--- src/rtl/row_sweep_arbiter.sv ---
// -----------------------------------------------------------------------------
// row_sweep_arbiter
//
// Row arbiter for the pixel-block readout hierarchy. When idle it captures the
// active row requests as a group. It then hands rows one at a time to the
// column stage as a registered one-hot grant plus a registered binary row
// address. When the group is exhausted it pulses a one-cycle group release.
//
// Two service modes are latched at group start:
//   mode 0 (sweep)       : each captured row is served at most once, lowest
//                          index first. Rows that dropped their request are
//                          skipped. Rows that arrive after the capture wait
//                          for the next group.
//   mode 1 (round-robin) : live requests are served. Priority rotates to the
//                          first requesting row strictly above the last
//                          granted row, wrapping through 0.
//
// Handshake: gnt_o/xadd_o are offered while gnt_valid_o is high. They stay
// stable until a cycle in which gnt_valid_o and gnt_ready_i are both high.
// That cycle completes the transfer, and the next grant, if any, is loaded on
// the same edge.
//
// Control priority: reset_i > refresh_i > enable_i. With enable_i low, every
// register holds and gnt_ready_i is ignored.
//
// Ports
//   clk_i          clock, rising edge
//   reset_i        synchronous active-high reset
//   enable_i       advance enable; low freezes state and outputs
//   refresh_i      synchronous abort of the current group (no release pulse)
//   mode_i         0 = sweep, 1 = round-robin; sampled at group start
//   req_i          row requests
//   gnt_ready_i    downstream finished the granted row
//   gnt_o          registered one-hot grant
//   xadd_o         registered index of gnt_o (0 when no grant)
//   gnt_valid_o    grant valid
//   grp_release_o  group-completion pulse
//   busy_o         high whenever the arbiter is not idle
//   served_cnt_o   handshakes completed in the current or last group
//   dbg_state_o    current FSM state (debug)
// -----------------------------------------------------------------------------
module row_sweep_arbiter #(
   parameter int Lvl_ROWS    = 8,
   parameter int Lvl_ROW_ADD = 3
) (
   input  logic                   clk_i,
   input  logic                   reset_i,
   input  logic                   enable_i,
   input  logic                   refresh_i,
   input  logic                   mode_i,
   input  logic [Lvl_ROWS-1:0]    req_i,
   input  logic                   gnt_ready_i,
   output logic [Lvl_ROWS-1:0]    gnt_o,
   output logic [Lvl_ROW_ADD-1:0] xadd_o,
   output logic                   gnt_valid_o,
   output logic                   grp_release_o,
   output logic                   busy_o,
   output logic [Lvl_ROW_ADD:0]   served_cnt_o,
   output logic [1:0]             dbg_state_o
);

   localparam int CNT_W = Lvl_ROW_ADD + 1;
   localparam logic [CNT_W-1:0] CNT_MAX = CNT_W'(Lvl_ROWS);

   typedef enum logic [1:0] {
      S_IDLE    = 2'd0,
      S_SERVE   = 2'd1,
      S_RELEASE = 2'd2
   } state_e;

   state_e                 state_q, state_d;
   logic                   mode_q, mode_d;
   logic [Lvl_ROWS-1:0]    pend_q, pend_d;
   logic [Lvl_ROWS-1:0]    gnt_q, gnt_d;
   logic [Lvl_ROW_ADD-1:0] xadd_q, xadd_d;
   logic                   valid_q, valid_d;
   logic [CNT_W-1:0]       cnt_q, cnt_d;

   // Index -> one-hot row vector.
   function automatic logic [Lvl_ROWS-1:0] row_onehot(input logic [Lvl_ROW_ADD-1:0] idx);
      logic [Lvl_ROWS-1:0] v;
      v      = '0;
      v[idx] = 1'b1;
      return v;
   endfunction

   // Lowest set bit. Result is {found, index}.
   function automatic logic [Lvl_ROW_ADD:0] find_lowest(input logic [Lvl_ROWS-1:0] vec);
      logic                   found;
      logic [Lvl_ROW_ADD-1:0] idx;
      logic [Lvl_ROW_ADD-1:0] pos;
      found = 1'b0;
      idx   = '0;
      for (int i = 0; i < Lvl_ROWS; i++) begin
         pos = Lvl_ROW_ADD'(i);
         if (!found && vec[pos]) begin
            found = 1'b1;
            idx   = pos;
         end
      end
      return {found, idx};
   endfunction

   // First set bit strictly above 'last', wrapping through 0. 'last' itself
   // is checked at the end of the scan. Result is {found, index}.
   function automatic logic [Lvl_ROW_ADD:0] find_after(input logic [Lvl_ROWS-1:0]    vec,
                                                      input logic [Lvl_ROW_ADD-1:0] last);
      logic                   found;
      logic [Lvl_ROW_ADD-1:0] idx;
      logic [Lvl_ROW_ADD-1:0] pos;
      int                     p;
      found = 1'b0;
      idx   = '0;
      for (int k = 1; k <= Lvl_ROWS; k++) begin
         p   = (int'(last) + k) % Lvl_ROWS;
         pos = Lvl_ROW_ADD'(p);
         if (!found && vec[pos]) begin
            found = 1'b1;
            idx   = pos;
         end
      end
      return {found, idx};
   endfunction

   logic [Lvl_ROW_ADD:0]   start_sel;
   logic [Lvl_ROW_ADD:0]   sweep_sel;
   logic [Lvl_ROW_ADD:0]   rr_sel;
   logic [Lvl_ROW_ADD:0]   next_sel;
   logic                   handshake;

   always_comb begin
      state_d   = state_q;
      mode_d    = mode_q;
      pend_d    = pend_q;
      gnt_d     = gnt_q;
      xadd_d    = xadd_q;
      valid_d   = valid_q;
      cnt_d     = cnt_q;

      start_sel = find_lowest(req_i);
      // Sweep candidates: captured rows that are still requesting.
      sweep_sel = find_lowest(pend_q & req_i);
      rr_sel    = find_after(req_i, xadd_q);
      next_sel  = mode_q ? rr_sel : sweep_sel;
      handshake = valid_q & gnt_ready_i;

      if (refresh_i) begin
         state_d = S_IDLE;
         pend_d  = '0;
         gnt_d   = '0;
         xadd_d  = '0;
         valid_d = 1'b0;
         cnt_d   = '0;
      end else if (enable_i) begin
         case (state_q)
            S_IDLE: begin
               if (start_sel[Lvl_ROW_ADD]) begin
                  mode_d  = mode_i;
                  pend_d  = req_i & ~row_onehot(start_sel[Lvl_ROW_ADD-1:0]);
                  gnt_d   = row_onehot(start_sel[Lvl_ROW_ADD-1:0]);
                  xadd_d  = start_sel[Lvl_ROW_ADD-1:0];
                  valid_d = 1'b1;
                  cnt_d   = '0;
                  state_d = S_SERVE;
               end
            end
            S_SERVE: begin
               if (handshake) begin
                  if (cnt_q != CNT_MAX) begin
                     cnt_d = cnt_q + CNT_W'(1);
                  end
                  if (next_sel[Lvl_ROW_ADD]) begin
                     gnt_d  = row_onehot(next_sel[Lvl_ROW_ADD-1:0]);
                     xadd_d = next_sel[Lvl_ROW_ADD-1:0];
                     // Only the sweep consumes its snapshot.
                     if (!mode_q) begin
                        pend_d = pend_q & ~row_onehot(next_sel[Lvl_ROW_ADD-1:0]);
                     end
                  end else begin
                     gnt_d   = '0;
                     xadd_d  = '0;
                     valid_d = 1'b0;
                     state_d = S_RELEASE;
                  end
               end
            end
            S_RELEASE: begin
               state_d = S_IDLE;
            end
            default: begin
               state_d = S_IDLE;
            end
         endcase
      end
   end

   always_ff @(posedge clk_i) begin
      if (reset_i) begin
         state_q <= S_IDLE;
         mode_q  <= 1'b0;
         pend_q  <= '0;
         gnt_q   <= '0;
         xadd_q  <= '0;
         valid_q <= 1'b0;
         cnt_q   <= '0;
      end else begin
         state_q <= state_d;
         mode_q  <= mode_d;
         pend_q  <= pend_d;
         gnt_q   <= gnt_d;
         xadd_q  <= xadd_d;
         valid_q <= valid_d;
         cnt_q   <= cnt_d;
      end
   end

   assign gnt_o         = gnt_q;
   assign xadd_o        = xadd_q;
   assign gnt_valid_o   = valid_q;
   assign grp_release_o = (state_q == S_RELEASE);
   assign busy_o        = (state_q != S_IDLE);
   assign served_cnt_o  = cnt_q;
   assign dbg_state_o   = state_q;

endmodule

--- config.mk ---
export PLATFORM = sky130hd
export DESIGN_NAME = row_sweep_arbiter
export DESIGN_NICKNAME = d
export VERILOG_FILES = /design/src/rtl/row_sweep_arbiter.sv
export SDC_FILE = /design/constraint.sdc
export NUM_CORES = 1
export LEC_CHECK = 0
export ABC_CLOCK_PERIOD_IN_PS = 5400
export CAP_MARGIN = 30
export CELL_PAD_IN_SITES_DETAIL_PLACEMENT = 1
export CELL_PAD_IN_SITES_GLOBAL_PLACEMENT = 2
export CORE_MARGIN = 3
export CORE_UTILIZATION = 34
export CTS_CLUSTER_SIZE = 40
export DETAILED_ROUTE_END_ITERATION = 10
export PLACE_DENSITY = 0.84
export SETUP_SLACK_MARGIN = 0.05
export SLEW_MARGIN = 10
export SYNTH_ARGS = -nofsm -noshare
export SYNTH_HDL_FRONTEND = slang
export SYNTH_SLANG_ARGS = --single-unit
export TNS_END_PERCENT = 30
--- constraint.sdc ---
create_clock -name clk_i -period 5.4 [get_ports clk_i]
set_input_delay 0.81 -clock clk_i [delete_from_list [all_inputs] [get_ports clk_i]]
set_output_delay 0.81 -clock clk_i [all_outputs]
set_load 0.02 [all_outputs]
==> summary.md <==
| Metric | Value |
|---|---|
| Status | completed |
| Pwr Total | 0.4980 mW |
| DR vias | 2772 |
| Slew Limit Fails | 0 |
| Net count after synthesis | 351 |
| R2R cell count | 12 |
| Hold Worst Slack | 0.5085 ns |
| First-pass GRT wire length | 15020 um |
| Worst-margin pin slew | 0.9219 ns |
| Arrival @ worst endpoint | 4.52 ns |
| Setup-failing EPs final | 0 |
| HP Start | pend_q[0] |
| DRT iter0 DRCs | 157 |
| Diodes inserted | 0 |
| Synth Instances | 333 |
| Worst-Skew Late Latency | 0.29 ns |
| Number of max-cap violations | 0 |
| Final setup TNS | 0 ns |
| Resize count post-CTS | 0 |
| Adder-cell share of the synthesized area | 1.809% |
| Initial core utilization | 35.43% |
| Count of state elements after synthesis | 27 |
| Max Clk Rate | 229.5 MHz |
| Fill cells | 958 |
| Synth Area in XOR/XNOR | 2.171% |
| Post-synth top flop | dfxtp_1 |
| Hold Crit Depth | 2 |
| Bufs on Longest Clock Path | 2 |
| First-pass DRT Iterations | 4 |
| RSZ-0062 raised after global routing | false |
| Worst path most repeated cell | mux2i_1 |
| Mean routed wirelength per cell | 20.26 um |
| Synth area leaders | dfxtp_1, mux4_1, mux2i_1 |
| Routability congestion estimate | 0.8824 |
| CP endpoint kind | register |
| Overflow after GRT | 0 |
| Finished Core Util | 40.40% |
| Crit-path max FO | 24 |
| Largest stage delay on the critical path | 0.79 ns |
| Synth async-reset ratio | 0% |
| Fraction of synthesized area in multiplexers | 19.76% |
| Seq/Total Area, Yosys | 19.54% |
| CTS tree | built |
| # IOs | 34 |
| Hold Path End | pend_q[0] |
| Syn Area/Cell | 8.308 um2 |
| CP Data Required Time | 5.57 ns |
| Setup CP Type | register to register |
| Die H | 96.20 um |
| Simple-gate portion of the synthesized area | 21.98% |
| Post-detail-place hpwl | 6745 um |
| Site row count | 32 |
| Min Tclk post-route | 4.357 ns |
| Largest net degree at the start of global routing | 25 |
| Area growth syn-to-layout | 14.02% |
| Crit-path leading delay family | compound AO/OA/AOI/OAI gates |
| CP max-delay cell | ha_1 |
| Postcts setup bufs | 0 |
| Hold-fix buffers, CTS | 0 |
| Final instance area | 3154 um2 |
| Post-synth EDFFs | 0 |
| Synth area leader | dfxtp_1 |
| Die width | 96.20 um |
| Worst IR drop on VDD | 0.1207 mV |
| Worst r2r src | xadd_o[1] |
| Min-Delay Path Class | register to register |
| Synth top cells by count | nand2_1, nor2_1, dfxtp_1 |
| Root Buffer | clkbuf_8 |
| Post-synthesis instance area | 2766 um2 |
| Library cells used by synthesis | 70 |
| Vias in the first global route | 2883 |
| Cts bufs inserted | 3 |
| Reg2reg end | pend_q[5] |
| Antenna violations before repair | 0 |
| Clk_skew | 0.009321 ns |
| DRT Wirelength | 9177 um |
| Clock Pin Slew Worst Setup and Hold Paths | 0.10 ns |
| Share of cells above drive strength 1 | 11.68% |
| Number of port buffers | 33 |
| Power Dens Cells | 157.9 nW/um2 |
| Final Cycle Share | 80.69% |
| Antenna-violating nets left | 0 |
| Worst path cell trace | buf_4, inv_1, ha_1, mux2i_1, mux2i_1, o221ai_1, nand4b_4, or2_1, a31oi_1, o21ai_1, o41ai_1, a21oi_1 |
| Largest family of logic cells by synthesized area | compound AO/OA/AOI/OAI gates |
| Vias/cell | 6.119 |
| Nature of the critical path startpoint | register |
| Reg-to-reg slack, setup | 1.04 ns |
| CTS H-tree lvls | 1 |
| Slew Limit Headroom | 38.46% |
| Synth top area share | 19.54% |
| Leakage | 1.067 nW |
| CTS sink cnt | 27 |
| DR DRC count | 0 |
| Yosys warnings | 0 |
| DIE AREA | 9254 um2 |
| Nets | 370 |
| CORE AREA | 7807 um2 |
| All-Layer GR Usage | 20.69% |
| Post-Place Cell Area | 3108 um2 |
| Critical path buffers and inverters | 2 |
| Compound-Gate Fraction of Synth Area | 27.27% |
| Endpoints failing hold | 0 |
cell type report:
| cell class | instances | area, um2 | area share (%) |
|---|---|---|---|
| Timing Repair Buffer | 39 | 375.4 | 11.90 |
| Inverter | 12 | 45.04 | 1.428 |
| Tap cell | 102 | 127.6 | 4.046 |
| Sequential cell | 27 | 540.5 | 17.14 |
| Multi-Input combinational cell | 269 | 2019 | 64.02 |
| Clock buffer | 3 | 41.29 | 1.309 |
| Clock inverter | 1 | 5.005 | 0.1587 |
routing by layer:
layer | GRT usage, % | routed length, um | vias up
met5 | 0 | 0 | -
li1 | - | - | 1307
met1 | 27.36 | 4248 | 1388
met4 | 4.621 | 93 | 0
met2 | 35.88 | 4497 | 68
met3 | 2.346 | 338 | 9
worst reg2reg max path: stages, from the launching register on:
cell and delay [ns]:
dfxtp_1 0.32, buf_4 0.30, inv_1 0.18, ha_1 0.79
mux2i_1 0.36, mux2i_1 0.12, o221ai_1 0.54, nand4b_4 0.23
or2_1 0.29, a31oi_1 0.25, o21ai_1 0.28, o41ai_1 0.46
a21oi_1 0.11
sequential cells by signal, indices dropped and copies added, names as in the netlist:
signal,count
xadd_o,3
served_cnt_o,4
mode_q,1
gnt_o,8
gnt_valid_o,1
dbg_state_o,2
pend_q,8
cell families after synthesis:
family                     count (synthesis)
DFF                                       27
buffers and inverters                     37
muxes                                     36
and+or+nand+nor                          121
xor gates and xnor gates                   6
adders and majority gates                  4
AOI/OAI and AO/OA                        102
worst max path at each step:
stage,start,endpoint,slack (ns),depth (start not counted)
global route,xadd_o[1],pend_q[1],0.78,12
floorplan,xadd_o[1],pend_q[1],1.34,15
detailed placement,req_i[0],pend_q[5],0.88,10
CTS,xadd_o[1],pend_q[5],1.05,12
global placement,req_i[0],pend_q[5],0.94,10
finish,xadd_o[1],pend_q[5],1.04,12
metrics by stage:
step	instances	worst slack (ns)
2_1_floorplan	333	1.336
3_3_place_gp	449	0.9378
3_5_place_dp	449	0.8823
4_1_cts	453	1.048
5_1_grt	453	0.7775
6_report	453	1.043
layout by cell type (no fill, tap or decap), types with 4 or more instances in the layout:
master / n
o21ai_0: 17
nor2b_1: 4
clkdlybuf4s50_1: 33
mux2_2: 8
mux4_2: 5
or2_2: 5
inv_1: 12
a21oi_1: 23
dfxtp_1: 27
buf_4: 6
o2bb2ai_1: 5
nor2_1: 34
ha_1: 4
nand3_1: 15
mux2i_1: 16
a31oi_1: 5
nor3_1: 5
a22oi_1: 4
nand2b_1: 4
mux4_1: 7
a211oi_1: 4
nand2_1: 34
a32oi_1: 7
power breakdown:
part           switching [mW]  internal [mW]
Sequential            0.00491          0.203
Clock                  0.0709         0.0520
Combinational           0.102         0.0651
No activity file was read; power rests on OpenSTA's default activity.
